[config.mk]
export PLATFORM = sky130hd
export DESIGN_NAME = calc_op_sequencer
export DESIGN_NICKNAME = d
export VERILOG_FILES = /design/src/rtl/calc_pkg.sv /design/src/rtl/btn_sync_edge.sv /design/src/rtl/calc_op_sequencer.sv
export SDC_FILE = /design/constraint.sdc
export NUM_CORES = 1
export LEC_CHECK = 0
export CORE_MARGIN = 2
export CORE_UTILIZATION = 45
export CTS_CLUSTER_SIZE = 30
export DETAILED_ROUTE_END_ITERATION = 10
export PLACE_DENSITY = 0.75
export RECOVER_POWER = 25
export SETUP_SLACK_MARGIN = 0.2
export SLEW_MARGIN = 20
export SYNTH_ARGS = -nofsm -noshare
export SYNTH_HDL_FRONTEND = slang
export SYNTH_SLANG_ARGS = --single-unit
[constraint.sdc]
create_clock -name CLK -period 3.28 [get_ports CLK]
set_input_delay 0.82 -clock CLK [delete_from_list [all_inputs] [get_ports CLK]]
set_output_delay 0.82 -clock CLK [all_outputs]
set_load 0.05 [all_outputs]
[src/rtl/calc_pkg.sv]
// Shared definitions for the calculator sequencer: state codes, register-file slots and LED mux codes.
// Optional build macro used by the sequencer: CALC_CHAIN_EN.
package calc_pkg;

    typedef enum logic [3:0] {
        ST_IDLE1    = 4'd0,
        ST_LOAD1    = 4'd1,
        ST_IDLE2    = 4'd2,
        ST_LOAD2    = 4'd3,
        ST_SEL_OP   = 4'd4,
        ST_ISSUE    = 4'd5,
        ST_WAIT_ALU = 4'd6,
        ST_WB_LO    = 4'd7,
        ST_WB_HI    = 4'd8,
        ST_DONE     = 4'd9,
        ST_ERROR    = 4'd10
    } state_t;

    localparam int unsigned RF_OP1    = 0;
    localparam int unsigned RF_OP2    = 1;
    localparam int unsigned RF_RES_LO = 2;
    localparam int unsigned RF_RES_HI = 3;

    localparam logic [1:0] LED_DIN = 2'b00;
    localparam logic [1:0] LED_MS  = 2'b01;
    localparam logic [1:0] LED_RES = 2'b10;
    localparam logic [1:0] LED_ERR = 2'b11;

    function automatic logic [3:0] make_alu_op(input logic [2:0] ms);
        return {1'b0, ms};
    endfunction

endpackage

[src/rtl/btn_sync_edge.sv]
// Pushbutton synchroniser with a one-cycle press pulse on the synchronised 1->0 transition.
// The chain resets to "released"; presses are only armed once the chain holds real samples.
module btn_sync_edge #(
    parameter int SYNC_STAGES = 2
) (
    input  logic CLK,
    input  logic clear,
    input  logic btn_n,
    output logic press
);

    localparam int STAGES = (SYNC_STAGES < 2) ? 2 : SYNC_STAGES;

    logic [STAGES-1:0] sync_reg;
    logic [STAGES-1:0] flush_reg;
    logic              prev_reg;

    // prev_reg stays 0 until the chain has flushed its reset value, so a button
    // already held down when reset releases never produces a press.
    always_ff @(posedge CLK or negedge clear) begin
        if (!clear) begin
            sync_reg  <= '1;
            flush_reg <= '0;
            prev_reg  <= 1'b0;
        end else begin
            sync_reg  <= {sync_reg[STAGES-2:0], btn_n};
            flush_reg <= {flush_reg[STAGES-2:0], 1'b1};
            prev_reg  <= flush_reg[STAGES-1] & sync_reg[STAGES-1];
        end
    end

    assign press = prev_reg & ~sync_reg[STAGES-1];

endmodule

[src/rtl/calc_op_sequencer.sv]
// Calculator controller: operand entry, ALU issue/handshake with timeout, result write-back.
// Define CALC_CHAIN_EN to let a press in DONE feed the result back as operand 1.
module calc_op_sequencer
    import calc_pkg::*;
#(
    parameter int DW          = 8,
    parameter int RF_AW       = 3,
    parameter int TIMEOUT     = 255,
    parameter int SYNC_STAGES = 2
) (
    input  logic              CLK,
    input  logic              clear,
    input  logic              next,
    input  logic [2:0]        MS,
    input  logic [DW-1:0]     Din,
    output logic              rf_we,
    output logic [RF_AW-1:0]  rf_waddr,
    output logic [DW-1:0]     rf_wdata,
    output logic [RF_AW-1:0]  rf_raddr1,
    output logic [RF_AW-1:0]  rf_raddr2,
    output logic              alu_start,
    output logic [3:0]        alu_op,
    input  logic              alu_busy,
    input  logic              alu_done,
    input  logic              alu_err,
    input  logic [2*DW-1:0]   alu_result,
    output logic [1:0]        LEDsel,
    output logic              Done_out,
    output logic              Err_out,
    output logic [3:0]        cs_out
);

    localparam int TW = $clog2(TIMEOUT + 1);

    logic              press;
    state_t            state_reg;
    logic [2:0]        ms_reg;
    logic [2*DW-1:0]   result_reg;
    logic [TW-1:0]     tmo_cnt_reg;
    logic              rf_we_reg;
    logic [RF_AW-1:0]  rf_waddr_reg;
    logic [DW-1:0]     rf_wdata_reg;
    logic              alu_start_reg;
    logic [1:0]        led_reg;
    logic              done_reg;
    logic              err_reg;

    btn_sync_edge #(
        .SYNC_STAGES (SYNC_STAGES)
    ) u_next_sync (
        .CLK   (CLK),
        .clear (clear),
        .btn_n (next),
        .press (press)
    );

    // Outputs are set on the transition into a state, so they are valid for
    // the whole first cycle of that state.
    always_ff @(posedge CLK or negedge clear) begin
        if (!clear) begin
            state_reg     <= ST_IDLE1;
            ms_reg        <= '0;
            result_reg    <= '0;
            tmo_cnt_reg   <= '0;
            rf_we_reg     <= 1'b0;
            rf_waddr_reg  <= '0;
            rf_wdata_reg  <= '0;
            alu_start_reg <= 1'b0;
            led_reg       <= LED_DIN;
            done_reg      <= 1'b0;
            err_reg       <= 1'b0;
        end else begin
            rf_we_reg     <= 1'b0;
            alu_start_reg <= 1'b0;
            case (state_reg)
                ST_IDLE1: begin
                    if (press) begin
                        state_reg    <= ST_LOAD1;
                        rf_we_reg    <= 1'b1;
                        rf_waddr_reg <= RF_AW'(RF_OP1);
                        rf_wdata_reg <= Din;
                    end
                end
                ST_LOAD1: begin
                    state_reg <= ST_IDLE2;
                    led_reg   <= LED_DIN;
                end
                ST_IDLE2: begin
                    if (press) begin
                        state_reg    <= ST_LOAD2;
                        rf_we_reg    <= 1'b1;
                        rf_waddr_reg <= RF_AW'(RF_OP2);
                        rf_wdata_reg <= Din;
                    end
                end
                ST_LOAD2: begin
                    state_reg <= ST_SEL_OP;
                    led_reg   <= LED_MS;
                end
                ST_SEL_OP: begin
                    if (press) begin
                        ms_reg    <= MS;
                        state_reg <= ST_ISSUE;
                    end
                end
                ST_ISSUE: begin
                    if (!alu_busy) begin
                        state_reg     <= ST_WAIT_ALU;
                        alu_start_reg <= 1'b1;
                        tmo_cnt_reg   <= '0;
                    end
                end
                ST_WAIT_ALU: begin
                    // alu_done is checked before the timeout so a result that
                    // lands on the last allowed cycle is still accepted.
                    if (alu_done) begin
                        if (alu_err) begin
                            state_reg <= ST_ERROR;
                            err_reg   <= 1'b1;
                            led_reg   <= LED_ERR;
                        end else begin
                            result_reg   <= alu_result;
                            state_reg    <= ST_WB_LO;
                            rf_we_reg    <= 1'b1;
                            rf_waddr_reg <= RF_AW'(RF_RES_LO);
                            rf_wdata_reg <= alu_result[DW-1:0];
                        end
                    end else if (tmo_cnt_reg == TW'(TIMEOUT)) begin
                        state_reg <= ST_ERROR;
                        err_reg   <= 1'b1;
                        led_reg   <= LED_ERR;
                    end else begin
                        tmo_cnt_reg <= tmo_cnt_reg + TW'(1);
                    end
                end
                ST_WB_LO: begin
                    state_reg    <= ST_WB_HI;
                    rf_we_reg    <= 1'b1;
                    rf_waddr_reg <= RF_AW'(RF_RES_HI);
                    rf_wdata_reg <= result_reg[2*DW-1:DW];
                end
                ST_WB_HI: begin
                    state_reg <= ST_DONE;
                    done_reg  <= 1'b1;
                    led_reg   <= LED_RES;
                end
                ST_DONE: begin
`ifdef CALC_CHAIN_EN
                    if (press) begin
                        state_reg    <= ST_IDLE2;
                        rf_we_reg    <= 1'b1;
                        rf_waddr_reg <= RF_AW'(RF_OP1);
                        rf_wdata_reg <= result_reg[DW-1:0];
                        done_reg     <= 1'b0;
                        led_reg      <= LED_DIN;
                    end
`else
                    state_reg <= ST_DONE;
`endif
                end
                ST_ERROR: begin
                    state_reg <= ST_ERROR;
                end
                default: begin
                    state_reg     <= ST_IDLE1;
                    ms_reg        <= '0;
                    result_reg    <= '0;
                    tmo_cnt_reg   <= '0;
                    rf_waddr_reg  <= '0;
                    rf_wdata_reg  <= '0;
                    led_reg       <= LED_DIN;
                    done_reg      <= 1'b0;
                    err_reg       <= 1'b0;
                end
            endcase
        end
    end

    assign rf_we     = rf_we_reg;
    assign rf_waddr  = rf_waddr_reg;
    assign rf_wdata  = rf_wdata_reg;
    assign rf_raddr1 = RF_AW'(RF_OP1);
    assign rf_raddr2 = RF_AW'(RF_OP2);
    assign alu_start = alu_start_reg;
    assign alu_op    = (state_reg == ST_SEL_OP) ? make_alu_op(MS) : make_alu_op(ms_reg);
    assign LEDsel    = led_reg;
    assign Done_out  = done_reg;
    assign Err_out   = err_reg;
    assign cs_out    = state_reg;

endmodule

[Word-level counts from Yosys, hierarchy flattened]
Cells that the tools add are included.
Storage, ports and cells
  bits in registers: 53
  bits of input ports: 33
  output and inout bits: 31
  word-level logic and storage cells: 104
Cells by class
  add/sub/neg operators: 1
  eq/ne operators: 22
  multiplexer cells: 42
  bitwise gates (word level): 8
  reduce and logical (&&, ||, !) cells: 17
Operators by type and width (number)
  $mux 8: 6
  $pmux 4 s10: 1
  $mux 16: 2
  $pmux 16 s2: 1
  $pmux 8 s4: 1
  $reduce_or 10->1: 3
  $mux 4: 7
  $pmux 8 s3: 1
  $mux 3: 6
  $eq 4x3->1 const B: 4
  $ne 2x2->1 const B: 8
  $pmux 3 s5: 1
  $reduce_or 7->1: 2
  $eq 4x4->1 const B: 3
  $reduce_and 5->1: 2
  $reduce_and 3->1: 3
  $reduce_or 9->1: 1
  $add 8x1->8 const B: 1
  $eq 4x2->1 const B: 2
  $eq 8x8->1 const B: 1
  $mux 1: 8
  $pmux 2 s4: 1
  $reduce_and 4->1: 2
  $mux 2: 3
  other kinds (11): 20

[Depth between registers and ports, before layout]
Gate-level depths: netlist of run 1.
  word-level depth: 4
  mapped depth: 7
  depth with buffers taken out: 6

[Cells and area by module]
Synthesis of run 1 repeated with hierarchy kept, for this count alone.
Second synthesis, totals
  cells, all modules: 229
  area total of the unflattened synthesis: 2237.1 um^2
Modules (own cells, without submodules)
  calc_op_sequencer: times used 1, cells an instance 221, area an instance 2089.5 um^2, sequential area each 975.9 um^2
  btn_sync_edge: times used 1, cells an instance 8, area an instance 147.6 um^2, sequential area each 127.6 um^2

[Worst setup path before layout of run 1]
Ideal clock, no wire load.
  path kind: register to output
  start point: register state_reg[1] (netlist: cs_out[1])
  end point: output port alu_op[0]
  arrival time: 1.574 ns
  data required time: 2.460 ns
  setup slack: 0.886 ns
  cell stages (with the launch flop): 5
  buffers on the path: 1
  cells stage by stage: dfrtp_1 > buf_4 > nor2_1 > and3_1 > a21o_1
On the way
  cells in the longest elaborated chain, start to end: 2
RTL lines
  start, declared: RTL line calc_op_sequencer.sv:36  | state_t state_reg;
  start signal, assigned: RTL line calc_op_sequencer.sv:61  | state_reg <= ST_IDLE1;
  start signal, assigned: RTL line calc_op_sequencer.sv:78  | state_reg <= ST_LOAD1;
  start signal, assigned: RTL line calc_op_sequencer.sv:85  | state_reg <= ST_IDLE2;
  $eq 4x3->1: RTL line calc_op_sequencer.sv:185  | assign alu_op = (state_reg == ST_SEL_OP) ? make_alu_op(MS) : make_alu_op(ms_reg);
  $mux 3: RTL line calc_op_sequencer.sv:185
  end, declared: RTL line calc_op_sequencer.sv:22  | output logic [3:0] alu_op,
No other way between the ends.

[Worst setup path after layout of run 1]
  start point: register state_reg[3] (netlist: cs_out[3])
  end point: output port alu_op[2]
Same word-level chain as after synthesis.

==> impl_results.md, run 1 <==
- Status: complete, no violations
- Final Setup Violations: 0
- Vias: 1857
- Worst setup skew after layout: 0.004726 ns
- Boundary Pins: 64
- Top_reg_cell synth: dfrtp_1
- Vias/cell: 5.306
- Met1 wire length: 2.263 mm
- Dpl hpwl: 3.542 mm
- Met3 wire len: 259 um
- RSZ-0062 raised after global routing: no
- Peak VDD IR: 0.0005860 V
- DR WL/cell: 14.34 um
- Top Layer Used: met4
- Synth top area share: 0.4504
- Mean post-synth cell area: 10.28 sq um
- Drt pass-1 iters: 4
- Unique masters post-synth: 49
- Switch share: 0.4527
- Crit-path max cell delay: 0.50 ns
- CORE AREA: 0.005042 sq mm
- Post-route insts no fill: 350
- Pre-CTS setup slack: 0.6018 ns
- Flops & latches, synth: 44
- Initial Utilization: 0.4628
- Post-Synthesis Cells: 227
- Final period utilization: 0.7943
- Combinational Power Share: 0.566
- Cts hold-fix bufs: 0
- Full die area: 0.005778 sq mm
- Hold Crit Depth: 0
- CTS clk-pin slew, worst paths: 0.08 ns
- Post-layout min period: 2.605 ns
- Area taken by multi-input logic gates: 0.001044 sq mm
- Pwr Total: 0.002922 W
- Clock Power Share: 0.153
- Crit-path cells: nor2b_1 -> nand2_1 -> a21o_1 -> buf_4
- WL met2: 2.428 mm
- Placed Instances: 342
- First-pass GRT wire length: 8.535 mm
- F_max: 0.3838 GHz
- Initial antenna violation count: 0
- Critical Path RT: 2.46 ns
- Register area: 0.001104 sq mm
- Root Driver: clkbuf_8
- Sequential-to-total area share from yosys stat: 0.4729
- Starting DRC count in detailed routing: 164
- Ys async rst share: 1.000
- Crit. End Element: primary output
- Layout cells sized above 1: 0.1071
- Worst-Margin Slew: 0.7070 ns
- Rel. slew slack: 0.5280
- Setup repair bufs after CTS: 0
- Vias in the first global route: 1747
- DR DRC count: 0
- Crit Path Class: reg -> out
- Total power per unit cell area: 976.8 mW/mm^2
- # nets final: 313
- Number of max-cap violations: 0
- Post-route ant nets: 0
- Hold Fails Final Rpt: 0
- Top post-synthesis cells by area: dfrtp_1 45%, a22o_1 6.4%, a21oi_1 4.7%, a211oi_1 2.9%, buf_4 2.9%
- CTS H-tree lvls: 2
- Most frequent cells after synthesis: 42 x dfrtp_1, 22 x a21oi_1, 17 x a22o_1
- Cts repair resizes: 0
- P_int: 0.001599 W
- Final wirelength: 5.020 mm
- Setup tns final: 0 ns
- # rows: 26
- Die Height: 76.01 um
- Critical path's slowest cell: nor2b_1
- Cells on worst reg2reg path: 6
- Worst Slack Setup Final: 0.6748 ns
- Post-synth EDFFs: 0
- CTS tree: built
- Largest net degree at the start of global routing: 45
- HP Class: reg -> reg
- All-Layer GR Usage: 0.1849
- Leak Pwr: 1.329 nW
- Clk_lat worst skew: 0.30 ns
- Sequential fraction of design power: 0.281
- Total congestion overflow: 0
- CTS Sinks: 44
- CTS max path bufs: 2
- Synth warn: 0
- Critical path fanouts, max: 10
- R2R setup slack: 1.16 ns
- Most frequent cell after synthesis: dfrtp_1
- TritonCTS Buffers: 5
- Horiz. Die Dim: 76.01 um
- Final GP Congestion: 0.8094
- FILL cells: 424
- Slew Limit Fails: 0
- Cell area after synthesis: 0.002333 sq mm
- NetSw: 0.001323 W
- Critical Path Start Type: flop
- Utilization after layout: 0.5933
- N_diodes: 0
- Port bufs: 55
- Layout area overhead: 28.20%
- Worst Path Arrival: 1.79 ns
- Synth area leader: dfrtp_1
[final timing paths]
check	endpoint	from
min reg2reg	u_next_sync.flush_reg[1]	u_next_sync.flush_reg[0]
max	alu_op[2]	cs_out[3]
min	u_next_sync.flush_reg[1]	u_next_sync.flush_reg[0]
max reg2reg	cs_out[1]	cs_out[1]
min in group asynchronous	u_next_sync.flush_reg[0]	clear
max in group asynchronous	cs_out[3]	clear
[worst max-delay path: cells and delay by family (launching register included)]
kind / cells / cell delay, ns
DFF: 1 / 0.39
AOI/OAI and AO/OA: 1 / 0.22
buffers and inverters: 1 / 0.18
and+or+nand+nor: 2 / 0.69
[routing by layer]
layer / track usage / vias up
met5: 0 / -
met4: 0.07818 / 0
met3: 0.04858 / 6
met2: 0.2920 / 64
met1: 0.2428 / 873
li1: - / 914
[cell type report]
cell class | instances | share of cell area
inverter | 14 | 0.01757
tap | 70 | 0.02928
timing repair buffer | 60 | 0.1932
sequential | 44 | 0.3689
clock buffer | 7 | 0.03220
clock inverter | 1 | 0.01004
multi-input combinational | 154 | 0.3488
[stage by stage]
step	instance area, sq um	hold slack, ns
floorplan	2360	0.3312
CTS	2989	0.3547
finish	2992	0.3519
global placement	2863	0.3313
global route	2992	0.3583
detailed placement	2863	0.3364
[power by group through the flow]
stage | logic [W] | registers, W | clock network [W]
finish | 0.00165 | 0.000820 | 0.000448
global route | 0.00179 | 0.000844 | 0.000474
CTS | 0.00166 | 0.000822 | 0.000458
detailed placement | 0.00166 | 0.000830 | 0
global placement | 0.00164 | 0.000826 | 0
floorplan | 0.000887 | 0.00119 | 0
[logic make-up (layout without fill, tap and decap cells)]
family,after synthesis,count (layout),synth area share
xor gates and xnor gates,1,1,0.003754
other,2,9,0.003218
DFF,44,44,0.4729
adders and majority gates,1,1,0.005361
buffers and inverters,36,82,0.09115
and+or+nand+nor,55,55,0.1421
AOI/OAI and AO/OA,82,82,0.2509
muxes,6,6,0.03056
[cells in the final DEF, fill, tap and decap left out, types with 4 or more instances in the layout]
cell type	count
conb_1	9
nor2_1	10
a21oi_1	22
nand2_1	12
a21o_1	4
dfrtp_1	42
nand3_1	5
o21ai_0	11
and3_1	5
a211oi_1	9
a22o_1	17
mux2_2	4
buf_4	9
inv_1	14
clkdlybuf4s50_1	51
nor2b_1	4
clkbuf_8	7
Power figures use the tool's default switching activity.
==> run 2, diff against run 1 <==
--- a/config.mk
+++ b/config.mk
@@ -6,10 +6,10 @@
 export NUM_CORES = 1
 export LEC_CHECK = 0
 export CORE_MARGIN = 2
-export CORE_UTILIZATION = 45
+export CORE_UTILIZATION = 43
 export CTS_CLUSTER_SIZE = 30
 export DETAILED_ROUTE_END_ITERATION = 10
-export PLACE_DENSITY = 0.75
+export PLACE_DENSITY = 0.76
 export RECOVER_POWER = 25
 export SETUP_SLACK_MARGIN = 0.2
 export SLEW_MARGIN = 20
==> constraint.sdc (replaced) <==
create_clock -name CLK -period 2.2 [get_ports CLK]
set_input_delay 0.55 -clock CLK [delete_from_list [all_inputs] [get_ports CLK]]
set_output_delay 0.55 -clock CLK [all_outputs]
set_load 0.05 [all_outputs]
==> run 2 against run 1 <==
Net effect: count of clock-buffer cells in the layout fell by 1; sequential cell count did not move; total power rose by 53%; clock skew rose by 0.0036 ns; die area rose by 4.4%; hold slack improved by 0.0040 ns; first-iteration DRC count fell by 7.9%; cell area rose by 6.1%; worst setup slack got worse by 0.46 ns; clock power rose by 10%; sequential share of layout area fell by 2.0 points; critical path type is now in -> out.
==> impl_results.md, run 2 (synthesized netlist as in run 1, its figures left out) <==
- Initial antenna violation count: 0 (unchanged)
- FILL cells: 438 (+3.3%)
- Die Height: 77.67 um (+2.2%)
- Critical Path RT: 1.65 ns (-0.81 ns)
- Post-layout min period: 1.980 ns
- Vias in the first global route: 1875 (+7.3%)
- Full die area: 0.006032 sq mm (+4.4%)
- Final Setup Violations: 0 (unchanged)
- Slew Limit Fails: 0 (unchanged)
- Boundary Pins: 64 (unchanged)
- Critical Path Start: MS[2]
- First-pass GRT wire length: 9.045 mm (+6.0%)
- Layout area overhead: 36.03%
- Hold Fails Final Rpt: 0 (unchanged)
- Dpl hpwl: 3.918 mm (+11%)
- Post-route ant nets: 0 (unchanged)
- Worst Path Arrival: 1.43 ns (-0.36 ns)
- Total power per unit cell area: 1408 mW/mm^2 (+44%)
- Post-route insts no fill: 365 (+4.3%)
- Rel. slew slack: 0.2927 (-0.2353)
- # nets final: 328 (+4.8%)
- Critical Path Start Type: primary input
- TritonCTS Buffers: 5 (unchanged)
- All-Layer GR Usage: 0.1887 (+0.003854)
- Root Driver: clkbuf_8
- Final GP Congestion: 0.8443 (+4.3%)
- Number of max-cap violations: 0 (unchanged)
- Crit Path Class: in -> out
- Leak Pwr: 1.450 nW (+9.1%)
- Most common cell after layout, fill and taps aside: dfrtp_1
- # rows: 26 (unchanged)
- HP Class: reg -> reg
- Port bufs: 55 (unchanged)
- Horiz. Die Dim: 77.67 um (+2.2%)
- RSZ-0062 raised after global routing: yes
- Clk_lat worst skew: 0.30 ns (about the same)
- CTS H-tree lvls: 2 (unchanged)
- Crit. End Element: primary output
- Placed Instances: 355 (+3.8%)
- Worst setup skew after layout: 0.008296 ns (+0.003570 ns)
- Pre-CTS setup slack: -0.07517 ns (-0.6770 ns)
- Status: complete, no violations
- Pwr Total: 0.004470 W (+53%)
- R2R setup slack: 0.30 ns (-0.86 ns)
- N_diodes: 0 (unchanged)
- RR Endpoint: tmo_cnt_reg[7]
- Vias: 1964 (+5.8%)
- CTS tree: built
- Peak VDD IR: 0.0008926 V (+52%)
- Final period utilization: 0.9001
- DR WL/cell: 14.48 um (+0.97%)
- Layout cells sized above 1: 0.2102 (+0.1030)
- Vias/cell: 5.381 (+1.4%)
- CP endpoint: alu_op[2]
- CTS max path bufs: 2 (unchanged)
- CORE AREA: 0.005172 sq mm (+2.6%)
- Largest net degree at the start of global routing: 26 (-42%)
- Critical path fanouts, max: 2 (-8)
- R2R Path Start: cs_out[1]
- Worst Slack Setup Final: 0.2197 ns (-0.4550 ns)
- Drt pass-1 iters: 4 (unchanged)
- Initial Utilization: 0.4511 (-0.01164)
- Starting DRC count in detailed routing: 151 (-7.9%)
- Most frequent cells in the layout: 40 x dfrtp_1, 29 x clkdlybuf4s50_1, 21 x a21oi_1
- Cells on worst reg2reg path: 6 (unchanged)
- CTS Sinks: 44 (unchanged)
- DR DRC count: 0 (unchanged)
- Setup tns final: 0 ns (unchanged)
- F_max: 0.5050 GHz
- Worst-Margin Slew: 1.061 ns (+0.3540 ns)
- CTS clk-pin slew, worst paths: 0.08 ns (about the same)
- Final wirelength: 5.286 mm (+5.3%)
- Total congestion overflow: 0 (unchanged)
[run 2: cell types whose count changed in the layout (fill, tap and decap cells not counted), sizes merged]
cell | previous run | this run
bufinv | 1 | 0
clkinv | 0 | 1
clkdlybuf4s50 | 51 | 29
dlygate4sd3 | 0 | 1
dlymetal6s2s | 0 | 2
clkinvlp | 0 | 1
buf | 9 | 26
clkbuf | 7 | 8
dlygate4sd2 | 0 | 15
[run 2: final cells by class]
type | instances | area, sq um | area share
repair buffers | 75 | 739.5 | 0.2330
well taps | 70 | 87.58 | 0.02759
multi-input cells | 154 | 1104 | 0.3477
clock buffers | 6 | 72.57 | 0.02286
flip-flops and latches | 44 | 1106 | 0.3484
inverters | 14 | 52.55 | 0.01656
clock inverters | 2 | 12.51 | 0.003942
[run 2: worst min path at each step]
stage | startpoint | to | slack, ns | cells past startpoint
2_1_floorplan | clear | Done_out | 0.25 | 0
3_3_place_gp | u_next_sync.flush_reg[0] | u_next_sync.flush_reg[1] | 0.33 | 0
3_5_place_dp | u_next_sync.flush_reg[0] | u_next_sync.flush_reg[1] | 0.34 | 0
4_1_cts | clear | rf_wdata[6] | 0.20 | 1
5_1_grt | u_next_sync.sync_reg[0] | u_next_sync.sync_reg[1] | 0.36 | 0
6_report | u_next_sync.flush_reg[0] | u_next_sync.flush_reg[1] | 0.36 | 0
[run 2: critical path: stages]
cell and delay, ns:
clkdlybuf4s50_1 0.40, and3_4 0.15, a21o_4 0.19, buf_12 0.14
[run 2: routing by layer]
layer	GRT usage	wire, um	vias to the layer above
li1	-	-	947
met1	0.2511	2287	941
met2	0.3043	2532	68
met3	0.04302	395	8
met4	0.06250	70	0
met5	0	0	-
[run 2: power breakdown]
part	switching [W]	total, W	internal, W
Clock	0.000272	0.000494	0.000222
Sequential	0.000169	0.00125	0.00108
Combinational	0.00162	0.00273	0.00111
[run 2: timing repair]
action                                 4_1_cts  5_1_grt
setup buffers                                1        1
gates resized for setup                     18       15
endpoints found under the hold margin        0        0
setup endpoints to repair                   18       10
pin swaps                                    0        4
hold buffers                                 0        0
[run 2: per-stage QoR]
step                        util  cell area [sq um]  hold WS, ns
after detailed placement  0.5883               3043       0.3410
after global routing      0.6137               3174       0.3637
after floorplan                -               2365       0.2544
final                     0.6137               3174       0.3559
after CTS                 0.6045               3127       0.2042
after global placement    0.5883               3043       0.3337
==> run 3, diff against run 2 <==
--- a/config.mk
+++ b/config.mk
@@ -6,10 +6,10 @@
 export NUM_CORES = 1
 export LEC_CHECK = 0
 export CORE_MARGIN = 2
-export CORE_UTILIZATION = 43
+export CORE_UTILIZATION = 45
 export CTS_CLUSTER_SIZE = 30
 export DETAILED_ROUTE_END_ITERATION = 10
-export PLACE_DENSITY = 0.76
+export DONT_BUFFER_PORTS = 1
 export RECOVER_POWER = 25
 export SETUP_SLACK_MARGIN = 0.2
 export SLEW_MARGIN = 20
==> run 3 against run 2 <==
Net effect: final cell count down 14%; via count down 12%; first-iteration DRC count down 31%; hold slack worse by 0.28 ns; register-to-register slack better by 0.05 ns; sequential cell count unchanged; critical path type is now reg -> out; largest cell class unchanged; highest routed layer unchanged.
==> impl_results.md, run 3 (synthesized netlist as in run 1, its figures left out) <==
- R2R Path Start: cs_out[3]
- Initial antenna violation count: 0 (unchanged)
- DR WL/cell: 15.68 um (+8.2%)
- Drt pass-1 iters: 4 (unchanged)
- Utilization after layout: 0.5256 (-0.08813)
- F_max: 0.5090 GHz (+0.79%)
- Crit-path max cell delay: 0.40 ns (about the same)
- # nets final: 277 (-16%)
- Status: complete, no violations
- Layout area overhead: 13.57%
- First-pass GRT wire length: 8.273 mm (-8.5%)
- HP Class: in -> async
- Starting DRC count in detailed routing: 104 (-31%)
- Crit Path Class: reg -> out
- Vias in the first global route: 1660 (-11%)
- Crit-path cells: nor2b_2 -> buf_6 -> and3_4 -> a21o_4
- CTS tree: built
- RSZ-0062 raised after global routing: no
- Setup tns final: 0 ns (unchanged)
- Combinational Power Share: 0.443 (-0.167)
- CTS Sinks: 44 (unchanged)
- DR DRC count: 0 (unchanged)
- CTS max path bufs: 2 (unchanged)
- Boundary Pins: 64 (unchanged)
- Switch share: 0.4724 (+0.01080)
- Sequential fraction of design power: 0.403 (+0.124)
- CTS H-tree lvls: 2 (unchanged)
- Peak VDD IR: 0.0009375 V (+5.0%)
- Root Driver: clkbuf_8
- Critical Path Start Type: flop
- Slew Limit Fails: 0 (unchanged)
- Largest net degree at the start of global routing: 43 (+65%)
- Number of max-cap violations: 0 (unchanged)
- Worst setup skew after layout: 0.009188 ns (+0.0008919 ns)
- NetSw: 0.002009 W (-2.6%)
- Port bufs: 0 (-100%)
- Most common cell after layout, fill and taps aside: dfrtp_1
- Vias: 1731 (-12%)
- TritonCTS Buffers: 5 (unchanged)
- Dpl hpwl: 3.438 mm (-12%)
- R2R setup slack: 0.35 ns (+0.05 ns)
- Horiz. Die Dim: 76.01 um (-2.1%)
- Total congestion overflow: 0 (unchanged)
- Initial Utilization: 0.4628 (+0.01164)
- Post-route ant nets: 0 (unchanged)
- Hold Fails Final Rpt: 0 (unchanged)
- Final wirelength: 4.922 mm (-6.9%)
- Layout cells sized above 1: 0.2418 (+0.03163)
- # rows: 26 (unchanged)
- Most frequent cells in the layout: 39 x dfrtp_1, 22 x a21oi_1, 22 x buf_4
- Post-layout min period: 1.965 ns (-0.01561 ns)
- Critical path's slowest cell: dfrtp_1
- Vias/cell: 5.513 (+2.5%)
- N_diodes: 0 (unchanged)
- Cells on worst reg2reg path: 7 (+1)
- RR Endpoint: cs_out[1]
- Worst-Margin Slew: 1.039 ns (-0.02182 ns)
- Full die area: 0.005778 sq mm (-4.2%)
- All-Layer GR Usage: 0.1763 (-0.01245)
- Final period utilization: 0.8930 (-0.007097)
- Final GP Congestion: 0.8445 (about the same)
- Clk_lat worst skew: 0.30 ns (about the same)
- CORE AREA: 0.005042 sq mm (-2.5%)
- Rel. slew slack: 0.3072 (+0.01455)
- P_int: 0.002244 W (-6.8%)
- CTS clk-pin slew, worst paths: 0.09 ns (about the same)
- Crit. End Element: primary output
- Clock Power Share: 0.154 (+0.044)
- Critical Path RT: 1.65 ns (about the same)
- Total power per unit cell area: 1605 mW/mm^2 (+14%)
- Die Height: 76.01 um (-2.1%)
- Final Setup Violations: 0 (unchanged)
- Worst Path Arrival: 1.41 ns (-0.02 ns)
- Critical path fanouts, max: 6 (+4)
- Leak Pwr: 1.192 nW (-18%)
-- run 3: worst max path at each step --
stage,to,start,cells after the start
global route,alu_op[2],cs_out[2],4
detailed placement,LEDsel[0],tmo_cnt_reg[0],6
floorplan,alu_op[0],cs_out[2],4
global placement,LEDsel[1],tmo_cnt_reg[0],6
CTS,alu_op[1],cs_out[3],4
finish,alu_op[0],cs_out[2],4
-- run 3: layout make-up --
type | instances | area (sq um)
timing repair buffer | 24 | 181.4
multi-input combinational | 154 | 1100
inverter | 14 | 52.55
fill | 479 | 2392
tap | 70 | 87.58
clock buffer | 6 | 82.58
sequential | 44 | 1107
clock inverter | 2 | 38.79
-- run 3: through the flow --
stage | cell area [sq um] | total power, W | worst slack (ns) | hold slack (ns) | std cells
final | 2650 | 0.004253 | 0.2353 | 0.07765 | 314
after global routing | 2650 | 0.004532 | 0.1774 | 0.05732 | 314
after CTS | 2597 | 0.004176 | 0.2022 | 0.06781 | 309
after detailed placement | 2397 | 0.003398 | 0.2849 | 0.2552 | 296
after global placement | 2397 | 0.003389 | 0.2944 | 0.2552 | 296
after floorplan | 2365 | 0.003106 | 0.2008 | 0.2544 | 234
-- run 3: what timing repair did --
action,CTS,global route
endpoints found under the setup margin,3,7
pin swaps,0,4
hold buffers,1,0
gates cloned,0,0
buffers inserted,4,5
hold endpoints to repair,42,0
gates resized for setup,7,8
-- run 3: power by group through the flow --
stage | clock, W | combinational, W | sequential (W)
after global placement | 0 | 0.00164 | 0.00175
after global routing | 0.000705 | 0.00208 | 0.00175
after detailed placement | 0 | 0.00164 | 0.00176
final | 0.000654 | 0.00189 | 0.00171
after CTS | 0.000668 | 0.00180 | 0.00171
after floorplan | 0 | 0.00133 | 0.00178
-- run 3: critical path, delay by kind of cell, from the launching register on --
family	cells	cell delay, ns
and+or+nand+nor	2	0.34
buffers and inverters	1	0.13
AOI/OAI and AO/OA	1	0.24
DFF	1	0.40
-- run 3: per-layer routing --
layer	track usage	routed length [um]	part of all wire	vias to the layer above
met2	0.2759	2373	0.48	45
met1	0.2426	2226	0.45	831
li1	-	-	-	850
met3	0.04976	272	0.055	5
met5	0	0	0	-
met4	0.04727	49	0.010	0
